==> src/rtl/int2_array_unpacker.sv <==
// int2_array_unpacker
// Accepts a two-element integer array on a sync/notify input port and emits the
// elements one at a time on a sync/notify output port. It optionally reverses
// the element order and optionally drops zero-valued elements. A free-running
// count of emitted elements is provided for debug.
module int2_array_unpacker #(
  parameter bit REVERSE   = 1'b0,
  parameter bit SKIP_ZERO = 1'b0
) (
  input  logic             clk,
  input  logic             rst,
  input  logic [1:0][31:0] a_in,
  input  logic             a_in_sync,
  output logic             a_in_notify,
  output logic [31:0]      i_out,
  input  logic             i_out_sync,
  output logic             i_out_notify,
  output logic [31:0]      elem_count
);

  typedef enum logic [1:0] {
    READ  = 2'd0,
    SEND0 = 2'd1,
    SEND1 = 2'd2
  } state_t;

  state_t           state_q, state_d;
  logic [1:0][31:0] arr_q, arr_d;
  logic [31:0]      out_q, out_d;
  logic [31:0]      count_q, count_d;

  // Emission order of the array on the input port and of the latched copy.
  logic [31:0] in_first, in_second, held_second;

  assign in_first    = REVERSE ? a_in[1]  : a_in[0];
  assign in_second   = REVERSE ? a_in[0]  : a_in[1];
  assign held_second = REVERSE ? arr_q[0] : arr_q[1];

  // Both notifies are decoded from the state, so they can never be 1 together.
  assign a_in_notify  = (state_q == READ);
  assign i_out_notify = (state_q != READ);
  assign i_out        = out_q;
  assign elem_count   = count_q;

  // Next-state logic: accept an array in READ, then hand out its elements.
  always_comb begin
    // NOTE: every variable gets a default first so no path leaves it unassigned; this prevents latch inference.
    state_d = state_q;
    arr_d   = arr_q;
    out_d   = out_q;
    count_d = count_q;
    unique case (state_q)
      READ: begin
        if (a_in_sync) begin
          arr_d = a_in;
          if (SKIP_ZERO && (in_first == 32'd0)) begin
            // A zero first element is skipped. If both elements are zero,
            // nothing is emitted and the block stays ready.
            if (in_second != 32'd0) begin
              out_d   = in_second;
              state_d = SEND1;
            end
          end else begin
            out_d   = in_first;
            state_d = SEND0;
          end
        end
      end
      SEND0: begin
        if (i_out_sync) begin
          count_d = count_q + 32'd1;
          if (SKIP_ZERO && (held_second == 32'd0)) begin
            state_d = READ;
          end else begin
            out_d   = held_second;
            state_d = SEND1;
          end
        end
      end
      SEND1: begin
        if (i_out_sync) begin
          count_d = count_q + 32'd1;
          state_d = READ;
        end
      end
      default: state_d = READ;
    endcase
  end

  // State, array, output and count registers with a synchronous reset.
  always_ff @(posedge clk) begin
    if (rst) begin
      // NOTE: the array register is small and has a defined reset value, so it is reset explicitly like the other state.
      state_q <= READ;
      arr_q   <= '0;
      out_q   <= '0;
      count_q <= '0;
    end else begin
      // NOTE: non-blocking assignments make every register update from pre-edge values.
      state_q <= state_d;
      arr_q   <= arr_d;
      out_q   <= out_d;
      count_q <= count_d;
    end
  end

endmodule

==> config.mk <==
export PLATFORM = sky130hd
export DESIGN_NAME = int2_array_unpacker
export DESIGN_NICKNAME = d
export VERILOG_FILES = /design/src/rtl/int2_array_unpacker.sv
export SDC_FILE = /design/constraint.sdc
export NUM_CORES = 1
export LEC_CHECK = 0
export CORE_UTILIZATION = 40
export DETAILED_ROUTE_END_ITERATION = 8
export PLACE_DENSITY = 0.71
export SYNTH_ARGS = -nofsm -noshare
export SYNTH_HDL_FRONTEND = slang
export SYNTH_SLANG_ARGS = --single-unit
==> constraint.sdc <==
create_clock -name clk -period 3 [get_ports clk]
set_input_delay 0.9 -clock clk [delete_from_list [all_inputs] [get_ports clk]]
set_output_delay 0.9 -clock clk [all_outputs]
set_load 0.05 [all_outputs]
==> flow_summary.json <==
{
  "synth.area.top_cells": "dfxtp_1, mux2i_1, nand2_1, a21oi_1, a211oi_1",
  "area.growth.synth_to_final_pct": 41.14,
  "antenna_found_initial": 0,
  "clock_latency_ns": 0.36,
  "grt_overflow_total": 0,
  "slew_viol_final": 0,
  "place_ws_ns": 0.03879,
  "seq_area_frac_synth_pct": 47.43,
  "core-area_sq_um": 9910,
  "drive_gt1_share_pct": 5.446,
  "num_rows": 36,
  "remaining_drc_errors": 0,
  "post-route-min-period_ns": 2.735,
  "clkTransAtPathRegs_ns": 0.10,
  "nets": 674,
  "grt_pass1_wl_um": 17700,
  "worstHoldPathType": "flip-flop to flip-flop",
  "critical_path_buf_inv_count": 3,
  "grt_pass1_vias": 3620,
  "cts-root-buf": "clkbuf_8",
  "setup_slack_ns": 0.2645,
  "setup_viol": 0,
  "port_buffers": 133,
  "yosysUniqueCellTypes": 29,
  "die-area_sq_um": 10750,
  "post-route-cell-area_sq_um": 5838,
  "drtIter0Drc": 89,
  "dieHeight_um": 103.7,
  "setup_tns_ns": 0,
  "max-vdd-ir-drop_mv": 0.4299,
  "critPathKind": "flip-flop to primary output",
  "fillCellCount": 900,
  "synth_top_area_share_pct": 47.43,
  "drt-vias-per-instance": 5.139,
  "finalCoreUtilization_pct": 58.91,
  "end_kind": "primary output",
  "place_area_sq_um": 5630,
  "worstSetupStartpointType": "flip-flop",
  "wl_per_cell_um": 14.49,
  "fmax_mhz": 365.6,
  "fp.dieW_um": 103.7,
  "dp_hpwl_um": 7375,
  "leakagePower_nw": 2.015,
  "ant_nets": 0,
  "grt_max_degree": 99,
  "diodes": 0,
  "postCtsSetupRepairBufs": 0,
  "pwr_density_cell_nw_per_um2": 854.5,
  "crit_fanout": 5,
  "tritoncts": "done",
  "avgSynthCellArea_sq_um": 8.654,
  "cts_made_buffers": 9,
  "io_pins": 134,
  "slowest_stage": "dlygate4sd2_1",
  "crit_chain": "inv_1 -> ha_1 -> inv_1 -> dlygate4sd2_1",
  "synth-seq-cells": 98,
  "cts_htree_levels": 3,
  "cts_buffer_depth": 2,
  "critPathMaxStageDelay_ns": 0.59,
  "crit_arrival_ns": 1.84,
  "total_power_w": 0.004989,
  "start_util_pct": 41.74,
  "cts.sink_count": 98,
  "yosys_warnings": 0,
  "cpMostUsedCell": "inv_1",
  "yosys.area.top_type": "dfxtp_1",
  "first_pass_iters": 6,
  "syn_inst": 478,
  "vias": 3798,
  "synth_nets": 551,
  "track_usage_pct": 20.04,
  "gp_congestion": 0.8241,
  "final.setup_skew_ns": 0.01411,
  "path_delay_family": "buffers and inverters",
  "hold_violations": 0,
  "status": "finished clean",
  "maxCapViolCount": 0,
  "timing.final.crit_share_pct": 91.18,
  "relSlewSlack_pct": 55.19,
  "routed_wl_um": 10710,
  "ctsHoldBuffers": 0,
  "worstMarginPinSlew_ns": 0.6705,
  "crit_required_ns": 2.10,
  "syn_area_sq_um": 4136,
  "rsz0062_at_grt": "no"
}
==> metal layers <==
layer / up-vias / track usage, % / wire [um]
met5: - / 0 / 0
met4: 0 / 5.918 / 107
met3: 10 / 3.713 / 542
met2: 102 / 32.98 / 4999
met1: 1750 / 26.74 / 5059
li1: 1936 / - / -
==> worst min-delay path, stage by stage, from the launching register on <==
cell and delay [ns]:
dfxtp_1 0.32, nand2_1 0.05, a21oi_1 0.05
==> placed cells by master, fill, tap and decap left out, drive strengths merged, types with 5 or more instances in the layout <==
cell and count:
o21ai 5, a21oi 53, a211oi 32, nand3 10
nand2 80, nor2 48, clkdlybuf4s50 130, clkbuf 9
o31ai 10, xnor2 7, or3 5, dfxtp 98
nand4 7, mux2i 35, or4 13, ha 5
inv 13, xor2 5, buf 13
==> per-stage QoR <==
step	hold WS, ns	instances
floorplan	0.4360	478
global placement	0.4413	723
detailed placement	0.4480	723
CTS	0.4628	739
global route	0.4782	739
finish	0.4610	739
==> logic make-up after synthesis <==
logic type               share of synthesized area (%)
AO/OA/AOI/OAI                                    15.64
flip-flops                                       47.43
buffers and inverters                            4.053
adder cells (fa/ha/maj)                          1.512
XOR/XNOR                                         2.541
multiplexers                                     8.470
AND/OR/NAND/NOR                                  20.36
==> worst paths after layout <==
path,endpoint,slack [ns],start,cells past startpoint
setup / recovery,i_out_notify,0.26,state_q[0],4
hold reg to reg,held_second[21],0.46,held_second[21],2
setup reg to reg,elem_count[15],0.56,state_q[0],7
hold / removal,held_second[21],0.46,held_second[21],2
==> Yosys cell counts <==
cell      number
clkbuf_1      26
buf_2          4
o41ai_1        4
nand4_1        6
or4b_1         4
nor3_1         4
dfxtp_1       98
and4_1         3
ha_1           5
o22ai_1        1
nand2b_1       1
nand2_1       80
a21oi_1       53
mux2i_1       35
buf_1          2
and3_1         1
clkbuf_2       1
xor2_1         5
o21ai_0        5
o31ai_1       10
a211oi_1      32
inv_1         10
or4_1         13
nand3_1       10
nor2_1        48
or3_1          5
nand4_4        1
xnor2_1        7
nor4_1         4
==> report_power, final <==
group	leakage, nW	total, W	internal (W)	switching [W]
logic	1.11	0.00237	0.000850	0.00152
registers	0.802	0.00173	0.00158	0.000146
clock network	0.0984	0.000888	0.000399	0.000490
==> cell type report <==
class | instances | area (sq um) | share of cell area, %
Clock buffer | 9 | 123.9 | 2.122
Inverter | 10 | 37.54 | 0.6429
Clock inverter | 7 | 82.58 | 1.414
Tap cell | 133 | 166.4 | 2.850
Timing Repair Buffer | 145 | 1443 | 24.71
Sequential cell | 98 | 1962 | 33.60
Multi-Input combinational cell | 337 | 2023 | 34.65
==> flip-flops by register name, summed over array words and instances, names as in the netlist <==
signal	cells
elem_count	32
held_second	32
state_q	2
i_out	32
==> repair_timing <==
action | in CTS | in global routing
pin swaps | 0 | 0
gates resized for setup | 1 | 1
endpoints found under the setup margin | 1 | 1
No activity file was read; power rests on OpenSTA's default activity.
